`config.mk`:
```
export PLATFORM = sky130hd
export DESIGN_NAME = sevenseg_scanner_flat
export DESIGN_NICKNAME = d
export VERILOG_FILES = /design/src/rtl/sevenseg_scanner_if.sv /design/src/rtl/sevenseg_scanner.sv /design/src/flat_wrapper.sv
export SDC_FILE = /design/constraint.sdc
export NUM_CORES = 1
export LEC_CHECK = 0
export ABC_AREA = 1
export ABC_CLOCK_PERIOD_IN_PS = 1600
export CAP_MARGIN = 25
export CORE_MARGIN = 2
export CORE_UTILIZATION = 45
export DETAILED_ROUTE_END_ITERATION = 16
export GPL_TIMING_DRIVEN = 1
export PLACE_DENSITY_LB_ADDON = 0.08
export SLEW_MARGIN = 20
export SYNTH_ARGS = -nofsm -noshare
export SYNTH_HDL_FRONTEND = slang
export SYNTH_SLANG_ARGS = --single-unit
```
`constraint.sdc`:
```
create_clock -name CLK -period 1.6 [get_ports CLK]
set_input_delay 0.32 -clock CLK [delete_from_list [all_inputs] [get_ports CLK]]
set_output_delay 0.32 -clock CLK [all_outputs]
set_load 0.1 [all_outputs]
```
`src/rtl/sevenseg_scanner_if.sv`:
```
// Bundle of control inputs and display outputs for the seven-segment scanner.
// The CSR side uses the master view and the scanner uses the slave view.
interface sevenseg_scanner_if #(
  parameter int NUM_DIGITS   = 4,
  parameter int PERIOD_WIDTH = 24,
  parameter int BRIGHT_WIDTH = 4
);
  localparam int IDX_WIDTH = $clog2(NUM_DIGITS);

  logic                      ENABLE;
  logic                      MODE;
  logic [8*NUM_DIGITS-1:0]   DIGITS_IN;
  logic [NUM_DIGITS-1:0]     BLANK_MASK;
  logic [PERIOD_WIDTH-1:0]   PERIOD;
  logic [BRIGHT_WIDTH-1:0]   BRIGHTNESS;
  logic [NUM_DIGITS-1:0]     ANODES;
  logic [7:0]                SEGMENTS;
  logic [IDX_WIDTH-1:0]      DIGIT_IDX;
  logic                      FRAME_DONE;

  modport master (
    output ENABLE, MODE, DIGITS_IN, BLANK_MASK, PERIOD, BRIGHTNESS,
    input  ANODES, SEGMENTS, DIGIT_IDX, FRAME_DONE
  );

  modport slave (
    input  ENABLE, MODE, DIGITS_IN, BLANK_MASK, PERIOD, BRIGHTNESS,
    output ANODES, SEGMENTS, DIGIT_IDX, FRAME_DONE
  );
endinterface

```
`src/rtl/sevenseg_scanner.sv`:
```
// N-digit seven-segment scanner: walks a dwell counter across the digits,
// decodes the selected byte (hex or raw), gates it with PWM brightness and
// per-digit blanking, and registers polarity-adjusted anode/segment pins.
module sevenseg_scanner #(
  parameter int NUM_DIGITS   = 4,
  parameter int PERIOD_WIDTH = 24,
  parameter int BRIGHT_WIDTH = 4,
  parameter bit ACTIVE_LOW   = 1'b1
) (
  input logic               CLK,
  input logic               RSTN,
  sevenseg_scanner_if.slave bus
);
  localparam int IW = $clog2(NUM_DIGITS);
  localparam logic [IW-1:0]         LAST_IDX = IW'(NUM_DIGITS - 1);
  localparam logic [NUM_DIGITS-1:0] AN_POL   = {NUM_DIGITS{ACTIVE_LOW}};
  localparam logic [7:0]            SEG_POL  = {8{ACTIVE_LOW}};

  logic [IW-1:0]           idx;
  logic [PERIOD_WIDTH-1:0] cnt;
  logic [BRIGHT_WIDTH-1:0] pwm;
  logic                    wrap_q;

  logic [NUM_DIGITS-1:0]   an_q;
  logic [7:0]              seg_q;
  logic [IW-1:0]           didx_q;
  logic                    fd_q;

  logic [7:0]              digit_byte;
  logic [6:0]              hex_seg;
  logic [7:0]              seg_logic;
  logic                    pwm_on;
  logic                    lit;
  logic [NUM_DIGITS-1:0]   an_onehot;
  logic [NUM_DIGITS-1:0]   an_next;
  logic [7:0]              seg_next;

  // Select and decode the current digit, then gate it with enable/PWM/blank.
  always_comb begin
    digit_byte = bus.DIGITS_IN[{idx, 3'b000} +: 8];
    hex_seg    = 7'h00;
    case (digit_byte[3:0])
      4'h0: hex_seg = 7'h3F;
      4'h1: hex_seg = 7'h06;
      4'h2: hex_seg = 7'h5B;
      4'h3: hex_seg = 7'h4F;
      4'h4: hex_seg = 7'h66;
      4'h5: hex_seg = 7'h6D;
      4'h6: hex_seg = 7'h7D;
      4'h7: hex_seg = 7'h07;
      4'h8: hex_seg = 7'h7F;
      4'h9: hex_seg = 7'h6F;
      4'hA: hex_seg = 7'h77;
      4'hB: hex_seg = 7'h7C;
      4'hC: hex_seg = 7'h39;
      4'hD: hex_seg = 7'h5E;
      4'hE: hex_seg = 7'h79;
      default: hex_seg = 7'h71;
    endcase
    seg_logic = bus.MODE ? {digit_byte[7], hex_seg} : digit_byte;
    pwm_on    = (bus.BRIGHTNESS == '1) || (pwm < bus.BRIGHTNESS);
    lit       = bus.ENABLE && pwm_on && !bus.BLANK_MASK[idx];
    an_onehot      = '0;
    an_onehot[idx] = 1'b1;
    an_next   = lit ? an_onehot : '0;
    seg_next  = lit ? seg_logic : '0;
  end

  // Dwell counter, digit index and PWM counter; all cleared while disabled.
  // wrap_q remembers an N-1 -> 0 wrap so FRAME_DONE lines up with the pins.
  always_ff @(posedge CLK or negedge RSTN) begin
    if (!RSTN) begin
      idx    <= '0;
      cnt    <= '0;
      pwm    <= '0;
      wrap_q <= 1'b0;
    end else if (!bus.ENABLE) begin
      idx    <= '0;
      cnt    <= '0;
      pwm    <= '0;
      wrap_q <= 1'b0;
    end else begin
      pwm <= pwm + 1'b1;
      if (cnt == '0) begin
        cnt    <= bus.PERIOD;
        idx    <= (idx == LAST_IDX) ? '0 : idx + 1'b1;
        wrap_q <= (idx == LAST_IDX);
      end else begin
        cnt    <= cnt - 1'b1;
        wrap_q <= 1'b0;
      end
    end
  end

  // Registered pins with polarity applied last.
  always_ff @(posedge CLK or negedge RSTN) begin
    if (!RSTN) begin
      an_q   <= AN_POL;
      seg_q  <= SEG_POL;
      didx_q <= '0;
      fd_q   <= 1'b0;
    end else begin
      an_q   <= an_next ^ AN_POL;
      seg_q  <= seg_next ^ SEG_POL;
      didx_q <= bus.ENABLE ? idx : '0;
      fd_q   <= bus.ENABLE && wrap_q;
    end
  end

  assign bus.ANODES     = an_q;
  assign bus.SEGMENTS   = seg_q;
  assign bus.DIGIT_IDX  = didx_q;
  assign bus.FRAME_DONE = fd_q;
endmodule
```
`src/flat_wrapper.sv`:
```
// flat-port wrapper written by rule: the top's interface ports become plain ports
module sevenseg_scanner_flat 
#(
  parameter int NUM_DIGITS   = 4,
  parameter int PERIOD_WIDTH = 24,
  parameter int BRIGHT_WIDTH = 4,
  parameter bit ACTIVE_LOW   = 1'b1
)
  (CLK, RSTN, bus_ENABLE, bus_MODE, bus_DIGITS_IN, bus_BLANK_MASK, bus_PERIOD, bus_BRIGHTNESS, bus_ANODES, bus_SEGMENTS, bus_DIGIT_IDX, bus_FRAME_DONE);
  sevenseg_scanner_if #(.NUM_DIGITS(NUM_DIGITS), .PERIOD_WIDTH(PERIOD_WIDTH), .BRIGHT_WIDTH(BRIGHT_WIDTH)) bus_i ();
  input logic CLK;
  input logic RSTN;
  input wire logic [$bits(bus_i.ENABLE)-1:0] bus_ENABLE;
  input wire logic [$bits(bus_i.MODE)-1:0] bus_MODE;
  input wire logic [$bits(bus_i.DIGITS_IN)-1:0] bus_DIGITS_IN;
  input wire logic [$bits(bus_i.BLANK_MASK)-1:0] bus_BLANK_MASK;
  input wire logic [$bits(bus_i.PERIOD)-1:0] bus_PERIOD;
  input wire logic [$bits(bus_i.BRIGHTNESS)-1:0] bus_BRIGHTNESS;
  output wire logic [$bits(bus_i.ANODES)-1:0] bus_ANODES;
  output wire logic [$bits(bus_i.SEGMENTS)-1:0] bus_SEGMENTS;
  output wire logic [$bits(bus_i.DIGIT_IDX)-1:0] bus_DIGIT_IDX;
  output wire logic [$bits(bus_i.FRAME_DONE)-1:0] bus_FRAME_DONE;
  assign bus_i.ENABLE = bus_ENABLE;
  assign bus_i.MODE = bus_MODE;
  assign bus_i.DIGITS_IN = bus_DIGITS_IN;
  assign bus_i.BLANK_MASK = bus_BLANK_MASK;
  assign bus_i.PERIOD = bus_PERIOD;
  assign bus_i.BRIGHTNESS = bus_BRIGHTNESS;
  assign bus_ANODES = bus_i.ANODES;
  assign bus_SEGMENTS = bus_i.SEGMENTS;
  assign bus_DIGIT_IDX = bus_i.DIGIT_IDX;
  assign bus_FRAME_DONE = bus_i.FRAME_DONE;
  sevenseg_scanner #(.NUM_DIGITS(NUM_DIGITS), .PERIOD_WIDTH(PERIOD_WIDTH), .BRIGHT_WIDTH(BRIGHT_WIDTH), .ACTIVE_LOW(ACTIVE_LOW)) u_core (.CLK(CLK), .RSTN(RSTN), .bus(bus_i));
endmodule
```
[After elaboration in Yosys (flattened, before gate mapping)]
Memories as Yosys holds them, arrays and structs flattened.
Cells that the tools add are included.
Cells by class
  add/subtract/negate cells: 3
  magnitude comparators: 3
  equality and inequality tests: 3
  shift-type cells: 1
  mux-type cells: 16
  bitwise gates (word level): 2
  reduce and logical (&&, ||, !) cells: 7
Operators by type and width (number)
  $mux 24: 2
  $shiftx 32x6->8: 1
  $logic_not 24->1: 1
  $sub 24x1->24 const B: 1
  $mux 2: 4
  $mux 4: 2
  $mux 8: 1
  $not 8->8: 1
  $mux 7: 1
  $add 4x1->4 const B: 1
  $eq 4x4->1 const B: 1
  $logic_and 1x1->1: 4
  $lt 4x4->1: 1
  $mux 1: 4
  $not 4->4: 1
  $lt 2x3->1 const B: 1
  $add 2x1->2 const B: 1
  $bmux 1 s2: 1
  $demux 1 s2: 1
  $eq 2x2->1 const B: 1
  $ge 2x1->1 const B: 1
  $ne 2x1->1 const B: 1
  $logic_not 1->1: 1
  $logic_or 1x1->1: 1
Storage, ports and cells
  bits in registers: 46
  memory bits (read-only): 112
  bits of input ports: 68
  output and inout bits: 15
  word-level logic and storage cells: 44
  memories kept: 1
Memory list
  (name not given): depth 16, bits a word 7, read ports 1, clocked after Yosys merged registers in 0, wr ports 0, RTL line sevenseg_scanner.sv:42  | case (digit_byte[3:0])

[Depth between registers and ports, before layout]
Gate-level depths: netlist of run 1.
  word-level depth: 6
  gate-level depth with buffers: 13

[Worst setup path before layout of run 1]
OpenSTA, ideal clock, no wires.
  path kind: flip-flop to flip-flop
  from: register u_core.idx[1]
  to: register u_core.seg_q[5], in the netlist u_core.bus.SEGMENTS[5]
  arrival time: 1.506 ns
  setup slack: 0.009 ns
  cell stages (with the launch flop): 11
  path buffers: 1
  period minus slack after synthesis: 1.591 ns
  cells stage by stage: dfrtp_1 inv_2 buf_2 nand3_1 nand2_1 inv_1 ha_1 nand3_1 nand3_1 nand2_1 nand3_1
Between the ends
  word-level cells in the longest chain between the ends: 6
  elaborated cells between the ends (all ways): 9
RTL lines
  from (decl): RTL line sevenseg_scanner.sv:19  | logic [IW-1:0] idx;
  from (signal assigned): RTL line sevenseg_scanner.sv:86  | idx <= (idx == LAST_IDX) ? '0 : idx + 1'b1;
  parallel branches: the longest is 4 deep, another holds $mem_v2 16x7
  $mux 8 *: RTL line sevenseg_scanner.sv:66  | seg_next = lit ? seg_logic : '0;
  $not 8->8 (no line) *
  to (signal assigned): RTL line sevenseg_scanner.sv:104  | seg_q <= seg_next ^ SEG_POL;
  to (decl): RTL line sevenseg_scanner.sv:25  | logic [7:0] seg_q;
Every way passes the cells marked *. The select of a mux whose other input is x is not followed.
A chain may end at the register's enable or synchronous reset.

[Worst setup path in the final report of run 1]
  from: register u_core.idx[0]
  to: register u_core.seg_q[5], in the netlist u_core.bus.SEGMENTS[5]
Same word-level chain as after synthesis.

==> flow_metrics.env, run 1 <==
export IMPL_slew_limit_headroom_pct=79.6
export IMPL_clk_latency_ns=0.30
export IMPL_ys_flop_type="dfrtp_1"
export IMPL_r2r_cells=10
export IMPL_clkTransAtPathRegs_ns=0.09
export IMPL_antenna_found_initial=0
export IMPL_peakVddDrop_uv=719
export IMPL_drtAntennaViolNets=0
export IMPL_wl_met1_um=4530
export IMPL_wl_met3_um=549
export IMPL_cts_root_buf="clkbuf_8"
export IMPL_syn_area_per_cell_um2=7.31
export IMPL_ys_warnings_count=0
export IMPL_gp_congestion=0.908
export IMPL_outcome="finished, final reports clean"
export IMPL_drt_iter0_drc=168
export IMPL_fin_util_pct=72.4
export IMPL_area_delta_synth_final_pct=57.5
export IMPL_pin_count=83
export IMPL_maxCapViolations=0
export IMPL_layout_commonest_cell="nand2_1"
export IMPL_switching_share_pct=47.0
export IMPL_cts_buffers=5
export IMPL_final_cell_mix="nand2_1, clkdlybuf4s50_1, nor2_1, nand3_1, buf_4"
export IMPL_clockBufferDepth=2
export IMPL_grt_use_total_pct=23.4
export IMPL_maxSlewViolCount=0
export IMPL_p_sw_uw=3510
export IMPL_synth_edff_count=0
export IMPL_worstHoldPathCells=2
export IMPL_io_buffers=82
export IMPL_async_flop_share_pct=100
export IMPL_start_kind="flip-flop"
export IMPL_r2r_slack_ns=0.03
export IMPL_min_delay_start="u_core.wrap_q"
export IMPL_finalSetupViolations=0
export IMPL_place_hpwl_um=6990
export IMPL_initial_core_util_pct=46.0
export IMPL_grt_pass1_vias=3054
export IMPL_period_share_pct=98.2
export IMPL_path_class="flip-flop to flip-flop"
export IMPL_rr_endpoint="u_core.bus.SEGMENTS[5]"
export IMPL_avgViaCountPerCell=5.08
export IMPL_critPathCaptureType="flip-flop"
export IMPL_design_die_area_um2=7990
export IMPL_fmax_mhz=637
export IMPL_hold_path_class="flip-flop to flip-flop"
export IMPL_htreeDepth=2
export IMPL_core_um2=7140
export IMPL_fp_dieH_um=89.4
export IMPL_syn_nets=533
export IMPL_required_ns=1.82
export IMPL_drt_wl_total_um=9920
export IMPL_drc_errors=0
export IMPL_n_antenna_cell=0
export IMPL_crit_path_max_fanout=7
export IMPL_clock_skew_ns=0.00816
export IMPL_gr_total_overflow=0
export IMPL_yosysSeqAreaShare_pct=35.5
export IMPL_drive_above_1_share_pct=30.6
export IMPL_finalNetCount=661
export IMPL_synthDistinctLibCells=34
export IMPL_via_count=3437
export IMPL_cts_sinks=46
export IMPL_yosys_register_bits=46
export IMPL_top_layer_used="met4"
export IMPL_min_to="u_core.bus.FRAME_DONE"
export IMPL_intPower_uw=3960
export IMPL_p_per_area_nw_per_um2=1450
export IMPL_pwr_share_clk_pct=12.1
export IMPL_place_ws_ns=-0.304
export IMPL_wl_per_cell_um=14.6
export IMPL_cts_tree="done"
export IMPL_pwr_share_seq_pct=22.8
export IMPL_grt_pass1_wl_um=14500
export IMPL_rsz0062_at_grt="true"
export IMPL_dr_pass1_iters=5
export IMPL_fp_dieW_um=89.4
export IMPL_arrival_ns=1.79
export IMPL_final_hold_viol_count=0
export IMPL_setup_ws_ns=0.0292
export IMPL_wl_met2_um=4770
export IMPL_syn_inst=449
export IMPL_layout_min_cycle_time_ns=1.57
export IMPL_rows=31
export IMPL_rr_startpoint="u_core.idx[0]"
export IMPL_grt_max_degree=47
export IMPL_power_leakage_uw=0.00251
export IMPL_combPwrFrac_pct=65.1
export IMPL_syn_area_um2=3280
export IMPL_tightest_slew_ns=0.305
==> worst max-delay path, cell delays in order, from the launching register on <==
cell     delay (ns)
dfrtp_2        0.48
buf_12         0.16
nand2_1        0.06
nand3_2        0.08
nand2_4        0.16
inv_4          0.06
ha_2           0.19
nand3_2        0.09
nand3_1        0.08
nand2_1        0.07
nand3_1        0.06
==> flip-flops by register name (all words and copies together) (netlist names) <==
signal	count
u_core.bus.SEGMENTS	8
u_core.bus.FRAME_DONE	1
u_core.pwm	4
u_core.cnt	24
u_core.bus.DIGIT_IDX	2
u_core.wrap_q	1
u_core.idx	2
u_core.bus.ANODES	4
==> how the worst max path moves through the flow <==
stage                                  from                endpoint  slack [ns]  cells past startpoint
after detailed placement  bus_BRIGHTNESS[1]  u_core.bus.SEGMENTS[5]       -0.30                     10
after floorplan               u_core.idx[1]  u_core.bus.SEGMENTS[5]       0.009                     10
after global routing          u_core.idx[0]  u_core.bus.SEGMENTS[1]       -0.05                      9
after CTS                     u_core.cnt[0]           u_core.cnt[4]      0.0007                      9
final                         u_core.idx[0]  u_core.bus.SEGMENTS[5]        0.03                     10
after global placement    bus_BRIGHTNESS[1]  u_core.bus.SEGMENTS[5]       -0.26                     10
==> cell usage after synthesis, types with 4 or more instances <==
master	n	area [um2]
nand4_1	6	37.5
a21oi_1	9	45.0
dfrtp_1	34	851
inv_1	34	128
xnor2_1	6	52.6
ha_1	16	200
dfstp_2	12	315
nand2_2	4	25.0
nor2_1	53	199
nand3_1	58	290
nand3_2	12	120
nand2_1	127	477
xor2_1	5	43.8
nor2_2	11	68.8
buf_2	6	30.0
inv_2	8	30.0
o21ai_0	11	55.1
o21ai_1	13	65.1
==> per-layer routing <==
layer / track usage, % / up-vias
li1: - / 1693
met1: 33.2 / 1617
met2: 38.1 / 120
met3: 3.97 / 7
met4: 4.07 / 0
met5: 0 / -
==> cell families after synthesis <==
kind of cell | count (synthesis) | share of synthesized area (%)
buf+inv | 56 | 8.05
compound gates | 38 | 6.22
flops | 46 | 35.5
xor+xnor | 11 | 2.94
simple gates | 282 | 41.2
fa+ha+maj | 16 | 6.10
==> power groups by stage <==
stage	logic, uW	clock network (uW)	registers [uW]
2_1_floorplan	2440	0	2010
3_3_place_gp	3950	0	1700
3_5_place_dp	4000	0	1690
4_1_cts	4100	914	1680
5_1_grt	5270	982	1730
6_report	4860	904	1700
==> timing repair <==
item	in CTS	in global routing
endpoints found under the setup margin	20	37
hold endpoints to repair	24	0
buffers inserted	4	14
gates cloned	0	4
pin swaps	1	21
hold buffers	1	0
resized for setup	5	73
==> layout make-up <==
cell class	instances	area, um2
tap	99	124
clock buffer	5	68.8
clock inverter	3	43.8
timing repair buffer	134	1470
sequential	46	1170
fill	581	1970
multi-input combinational	347	2120
inverter	43	171
==> per-stage QoR <==
stage	cells	cell area (um2)	hold WS, ns	power, uW	TNS [ns]
finish	677	5170	0.465	7470	0
global route	677	5170	0.496	7980	-0.377
CTS	659	4700	0.475	6690	0
detailed placement	646	4540	0.324	5690	-3.49
global placement	646	4540	0.319	5640	-3.05
floorplan	449	3280	0.0244	4450	0
Note: power is estimated with default switching activity, not from simulation.
==> run 2, diff against run 1 <==
--- a/config.mk
+++ b/config.mk
@@ -6,8 +6,8 @@
 export NUM_CORES = 1
 export LEC_CHECK = 0
 export ABC_AREA = 1
-export ABC_CLOCK_PERIOD_IN_PS = 1600
-export CAP_MARGIN = 25
+export ABC_CLOCK_PERIOD_IN_PS = 1800
+export CAP_MARGIN = 10
 export CORE_MARGIN = 2
 export CORE_UTILIZATION = 45
 export DETAILED_ROUTE_END_ITERATION = 16
==> constraint.sdc (replaced) <==
create_clock -name CLK -period 1.8 [get_ports CLK]
set_input_delay 0.36 -clock CLK [delete_from_list [all_inputs] [get_ports CLK]]
set_output_delay 0.36 -clock CLK [all_outputs]
set_load 0.1 [all_outputs]
==> flow_metrics.env, run 2 (same netlist as run 1, synthesis figures left out) <==
export IMPL_outcome="finished, final reports clean"
export IMPL_clock_skew_ns=0.0145
export IMPL_grt_max_degree=27
export IMPL_n_fill_cell=670
export IMPL_drt_iter0_drc=151
export IMPL_final_cell_mix="nand2_1, clkdlybuf4s50_1, nand3_1, nor2_1, inv_1"
export IMPL_regArea_um2=1170
export IMPL_initial_core_util_pct=46.0
export IMPL_r2r_slack_ns=0.14
export IMPL_cp_startpoint="u_core.cnt[0]"
export IMPL_r2r_cells=9
export IMPL_tightest_slew_ns=0.504
export IMPL_peakVddDrop_uv=493
export IMPL_finalSetupViolations=0
export IMPL_gr_total_overflow=0
export IMPL_core_um2=7140
export IMPL_critPathSlowestCell="dfrtp_1"
export IMPL_cts_root_buf="clkbuf_8"
export IMPL_wl_met3_um=458
export IMPL_drt_wl_total_um=8730
export IMPL_crit_path_max_fanout=11
export IMPL_via_count=3185
export IMPL_endpoint="u_core.cnt[8]"
export IMPL_maxCapViolations=0
export IMPL_drive_above_1_share_pct=18.7
export IMPL_n_antenna_cell=0
export IMPL_avgViaCountPerCell=4.94
export IMPL_layout_min_cycle_time_ns=1.66
export IMPL_area_delta_synth_final_pct=39.9
export IMPL_multiInputGateArea_um2=1860
export IMPL_cts_sinks=46
export IMPL_wl_met2_um=4010
export IMPL_largest_reg_flops=24
export IMPL_setup_ws_ns=0.136
export IMPL_final_hold_viol_count=0
export IMPL_fin_tns_setup_ns=0
export IMPL_finalNetCount=629
export IMPL_start_kind="flip-flop"
export IMPL_cts_buffers=5
export IMPL_antenna_found_initial=0
export IMPL_power_leakage_uw=0.00228
export IMPL_hold_path_class="input pin to asynchronous set/reset pin"
export IMPL_pin_count=83
export IMPL_io_buffers=82
export IMPL_slew_limit_headroom_pct=66.4
export IMPL_top_register="u_core.cnt"
export IMPL_path_buf_inv=2
export IMPL_required_ns=2.04
export IMPL_rows=31
export IMPL_place_ws_ns=-0.155
export IMPL_maxSlewViolCount=0
export IMPL_crit_path_max_incr_delay_ns=0.44
export IMPL_place_hpwl_um=6900
export IMPL_total_power_uw=5770
export IMPL_clockBufferDepth=2
export IMPL_cp_top_family="simple AND/OR/NAND/NOR gates"
export IMPL_hold_buffers=0
export IMPL_grt_pass1_vias=2961
export IMPL_cp_cell_sequence="inv_2 -> ha_1 -> nand2_1 -> nor2_2 -> nand3b_4 -> nor2_8 -> buf_12 -> nand3_1 -> o21ai_1"
export IMPL_grt_pass1_wl_um=14400
export IMPL_clk_latency_ns=0.30
export IMPL_whs_ns=0.00467
export IMPL_period_share_pct=92.4
export IMPL_clkTransAtPathRegs_ns=0.10
export IMPL_rsz0062_at_grt="false"
export IMPL_wl_per_cell_um=13.5
export IMPL_fp_dieH_um=89.4
export IMPL_rr_endpoint="u_core.cnt[8]"
export IMPL_dr_pass1_iters=4
export IMPL_drc_errors=0
export IMPL_p_per_area_nw_per_um2=1260
export IMPL_design_die_area_um2=7990
export IMPL_critical_path_depth=9
export IMPL_grt_use_total_pct=23.2
export IMPL_critPathCaptureType="flip-flop"
export IMPL_top_layer_used="met4"
export IMPL_rr_startpoint="u_core.cnt[0]"
export IMPL_arrival_ns=1.90
export IMPL_drtAntennaViolNets=0
export IMPL_path_class="flip-flop to flip-flop"
export IMPL_fin_util_pct=64.3
export IMPL_htreeDepth=2
export IMPL_fmax_mhz=601
export IMPL_gp_congestion=0.940
export IMPL_wl_met1_um=4180
export IMPL_fp_dieW_um=89.4
export IMPL_layout_commonest_cell="nand2_1"
export IMPL_cts_tree="done"
[run 2: worst min path at each step]
stage	slack, ns	end	cells after the start	startpoint
4_1_cts	0.02	u_core.cnt[2]	1	RSTN
2_1_floorplan	0.06	u_core.bus.DIGIT_IDX[0]	0	RSTN
6_report	0.005	u_core.cnt[2]	1	RSTN
5_1_grt	0.04	u_core.cnt[1]	1	RSTN
3_3_place_gp	0.35	u_core.cnt[2]	1	RSTN
3_5_place_dp	0.37	u_core.cnt[2]	1	RSTN
[run 2: power by group]
group	internal [uW]	switching, uW	total [uW]
registers	1280	228	1510
logic	1330	2140	3470
clock network	417	379	796
[run 2: metrics by stage]
step	area, um2	std cells
after floorplan	3280	449
after global placement	4450	634
after detailed placement	4450	634
after CTS	4560	642
after global routing	4590	645
final	4590	645
[run 2: final cells by class]
| cell class | instances | share of cell area, % |
|---|---|---|
| Clock inverter | 3 | 0.954 |
| Timing Repair Buffer | 102 | 25.4 |
| Multi-Input combinational cell | 347 | 40.4 |
| Sequential cell | 46 | 25.4 |
| Inverter | 43 | 3.57 |
| Clock buffer | 5 | 1.50 |
| Tap cell | 99 | 2.70 |
[run 2: routing by layer]
layer / track usage, % / up-vias
li1: - / 1636
met1: 34.1 / 1455
met2: 35.4 / 85
met3: 4.52 / 9
met4: 5.16 / 0
met5: 0 / -
[run 2: what timing repair did]
| item | in CTS | in global routing |
|---|---|---|
| gates resized for setup | 0 | 4 |
| buffers inserted | 0 | 3 |
| endpoints found under the setup margin | 0 | 7 |
==> run 3, diff against run 2 <==
--- a/config.mk
+++ b/config.mk
@@ -8,6 +8,7 @@
 export ABC_AREA = 1
 export ABC_CLOCK_PERIOD_IN_PS = 1800
 export CAP_MARGIN = 10
+export CORE_ASPECT_RATIO = 1.1
 export CORE_MARGIN = 2
 export CORE_UTILIZATION = 45
 export DETAILED_ROUTE_END_ITERATION = 16
@@ -17,3 +18,4 @@
 export SYNTH_ARGS = -nofsm -noshare
 export SYNTH_HDL_FRONTEND = slang
 export SYNTH_SLANG_ARGS = --single-unit
+export TNS_END_PERCENT = 30
==> flow_metrics.env, run 3 (same netlist as run 1, synthesis figures left out) <==
export IMPL_largest_reg_flops=24
export IMPL_n_fill_cell=641
export IMPL_fin_util_pct=63.7
export IMPL_switching_share_pct=47.6
export IMPL_rows=32
export IMPL_arrival_ns=1.91
export IMPL_fp_dieH_um=93.6
export IMPL_fp_dieW_um=85.4
export IMPL_power_leakage_uw=0.00225
export IMPL_total_power_uw=5630
export IMPL_cp_startpoint="u_core.cnt[0]"
export IMPL_gp_congestion=0.985
export IMPL_htreeDepth=2
export IMPL_grt_use_total_pct=22.0
export IMPL_met3_usage_pct=3.62
export IMPL_finalNonFillerCells=627
export IMPL_path_class="flip-flop to flip-flop"
export IMPL_intPower_uw=2950
export IMPL_cts_sinks=46
export IMPL_antenna_found_initial=0
export IMPL_maxCapViolations=0
export IMPL_cts_tree="done"
export IMPL_top_usage_layer="met2"
export IMPL_grt_max_degree=47
export IMPL_n_antenna_cell=0
export IMPL_layout_commonest_cell="nand2_1"
export IMPL_dr_pass1_iters=4
export IMPL_drc_errors=0
export IMPL_clockBufferDepth=2
export IMPL_critPathCaptureType="flip-flop"
export IMPL_maxSlewViolCount=0
export IMPL_avgViaCountPerCell=5.04
export IMPL_grt_util_met1_pct=24.6
export IMPL_grt_pass1_wl_um=14100
export IMPL_design_die_area_um2=7990
export IMPL_core_um2=7050
export IMPL_initial_core_util_pct=46.6
export IMPL_dp_cells=618
export IMPL_p_per_area_nw_per_um2=1250
export IMPL_required_ns=2.03
export IMPL_finalNetCount=625
export IMPL_fin_tns_setup_ns=0
export IMPL_hold_buffers=0
export IMPL_drtAntennaViolNets=0
export IMPL_layout_min_cycle_time_ns=1.68
export IMPL_grt_pass1_vias=3176
export IMPL_peakVddDrop_uv=1040
export IMPL_fmax_mhz=596
export IMPL_combPwrFrac_pct=59.6
export IMPL_final_hold_viol_count=0
export IMPL_tightest_slew_ns=0.596
export IMPL_regArea_um2=1170
export IMPL_place_hpwl_um=6590
export IMPL_hold_path_class="input pin to asynchronous set/reset pin"
export IMPL_outcome="finished, final reports clean"
export IMPL_gr_total_overflow=0
export IMPL_slew_limit_headroom_pct=60.3
export IMPL_start_kind="flip-flop"
export IMPL_final_cell_mix="nand2_1, clkdlybuf4s50_1, nand3_1, nor2_1, inv_1"
export IMPL_io_buffers=82
export IMPL_wl_per_cell_um=13.5
export IMPL_pwr_share_clk_pct=13.7
export IMPL_cts_buffers=5
export IMPL_pwr_share_seq_pct=26.7
export IMPL_multiInputGateArea_um2=1860
export IMPL_rr_startpoint="u_core.cnt[0]"
export IMPL_clock_skew_ns=0.0115
export IMPL_clkTransAtPathRegs_ns=0.09
export IMPL_period_share_pct=93.2
export IMPL_setup_ws_ns=0.123
export IMPL_crit_path_max_fanout=18
export IMPL_clk_latency_ns=0.31
export IMPL_drive_above_1_share_pct=18.5
export IMPL_p_sw_uw=2680
export IMPL_rsz0062_at_grt="false"
export IMPL_finalSetupViolations=0
export IMPL_drt_iter0_drc=88
export IMPL_drt_wl_total_um=8460
export IMPL_cts_root_buf="clkbuf_8"
export IMPL_place_ws_ns=-0.125
export IMPL_top_register="u_core.cnt"
export IMPL_grt_use_met2_pct=42.4
export IMPL_area_delta_synth_final_pct=36.9
export IMPL_pin_count=83
export IMPL_via_count=3161
run 3: routing by layer:
metal  vias to the layer above  routed length, um
met5                         -                  0
met4                         0                130
met3                         9                270
met2                        59               4560
met1                      1470               3500
li1                       1623                  -
run 3: worst paths after layout:
check                                        endpoint  slack, ns  cells after the start
worst max-delay path                    u_core.idx[0]       0.12                      8
worst min-delay path                    u_core.cnt[1]       0.13                      2
worst max register to register          u_core.idx[0]       0.12                      8
worst min register to register  u_core.bus.FRAME_DONE       0.45                      2
max in group asynchronous               u_core.idx[0]       1.23                      2
min in group CLK                u_core.bus.FRAME_DONE       0.45                      2
run 3: metrics by stage:
step	instance area [um2]	hold WS (ns)
floorplan	3280	0.0644
global placement	4360	0.438
detailed placement	4360	0.435
CTS	4470	0.162
global route	4490	0.198
finish	4490	0.128
run 3: final cells by class:
cell class	instances	share of cell area, %
multi-input combinational	347	41.5
clock inverter	3	0.892
sequential	46	26.0
timing repair buffer	98	24.1
inverter	43	3.59
tap	85	2.37
clock buffer	5	1.53
run 3: power by group through the flow:
stage | Combinational, uW | Sequential, uW | Clock [uW]
floorplan | 2170 | 1790 | 0
global placement | 3280 | 1520 | 0
detailed placement | 3330 | 1520 | 0
CTS | 3340 | 1510 | 785
global route | 3730 | 1530 | 826
finish | 3360 | 1500 | 773
run 3: critical path: stages, from the launching register on:
cell and delay, ns:
dfrtp_1 0.43, inv_2 0.12, ha_1 0.19, nand2_1 0.07, nor2_2 0.14, nand3b_4 0.11
nor2_8 0.28, nand2_1 0.13, o21ai_1 0.13
run 3: repair_timing:
action,4_1_cts,5_1_grt
endpoints found under the setup margin,0,7
resized for setup,0,5
setup buffers,0,1
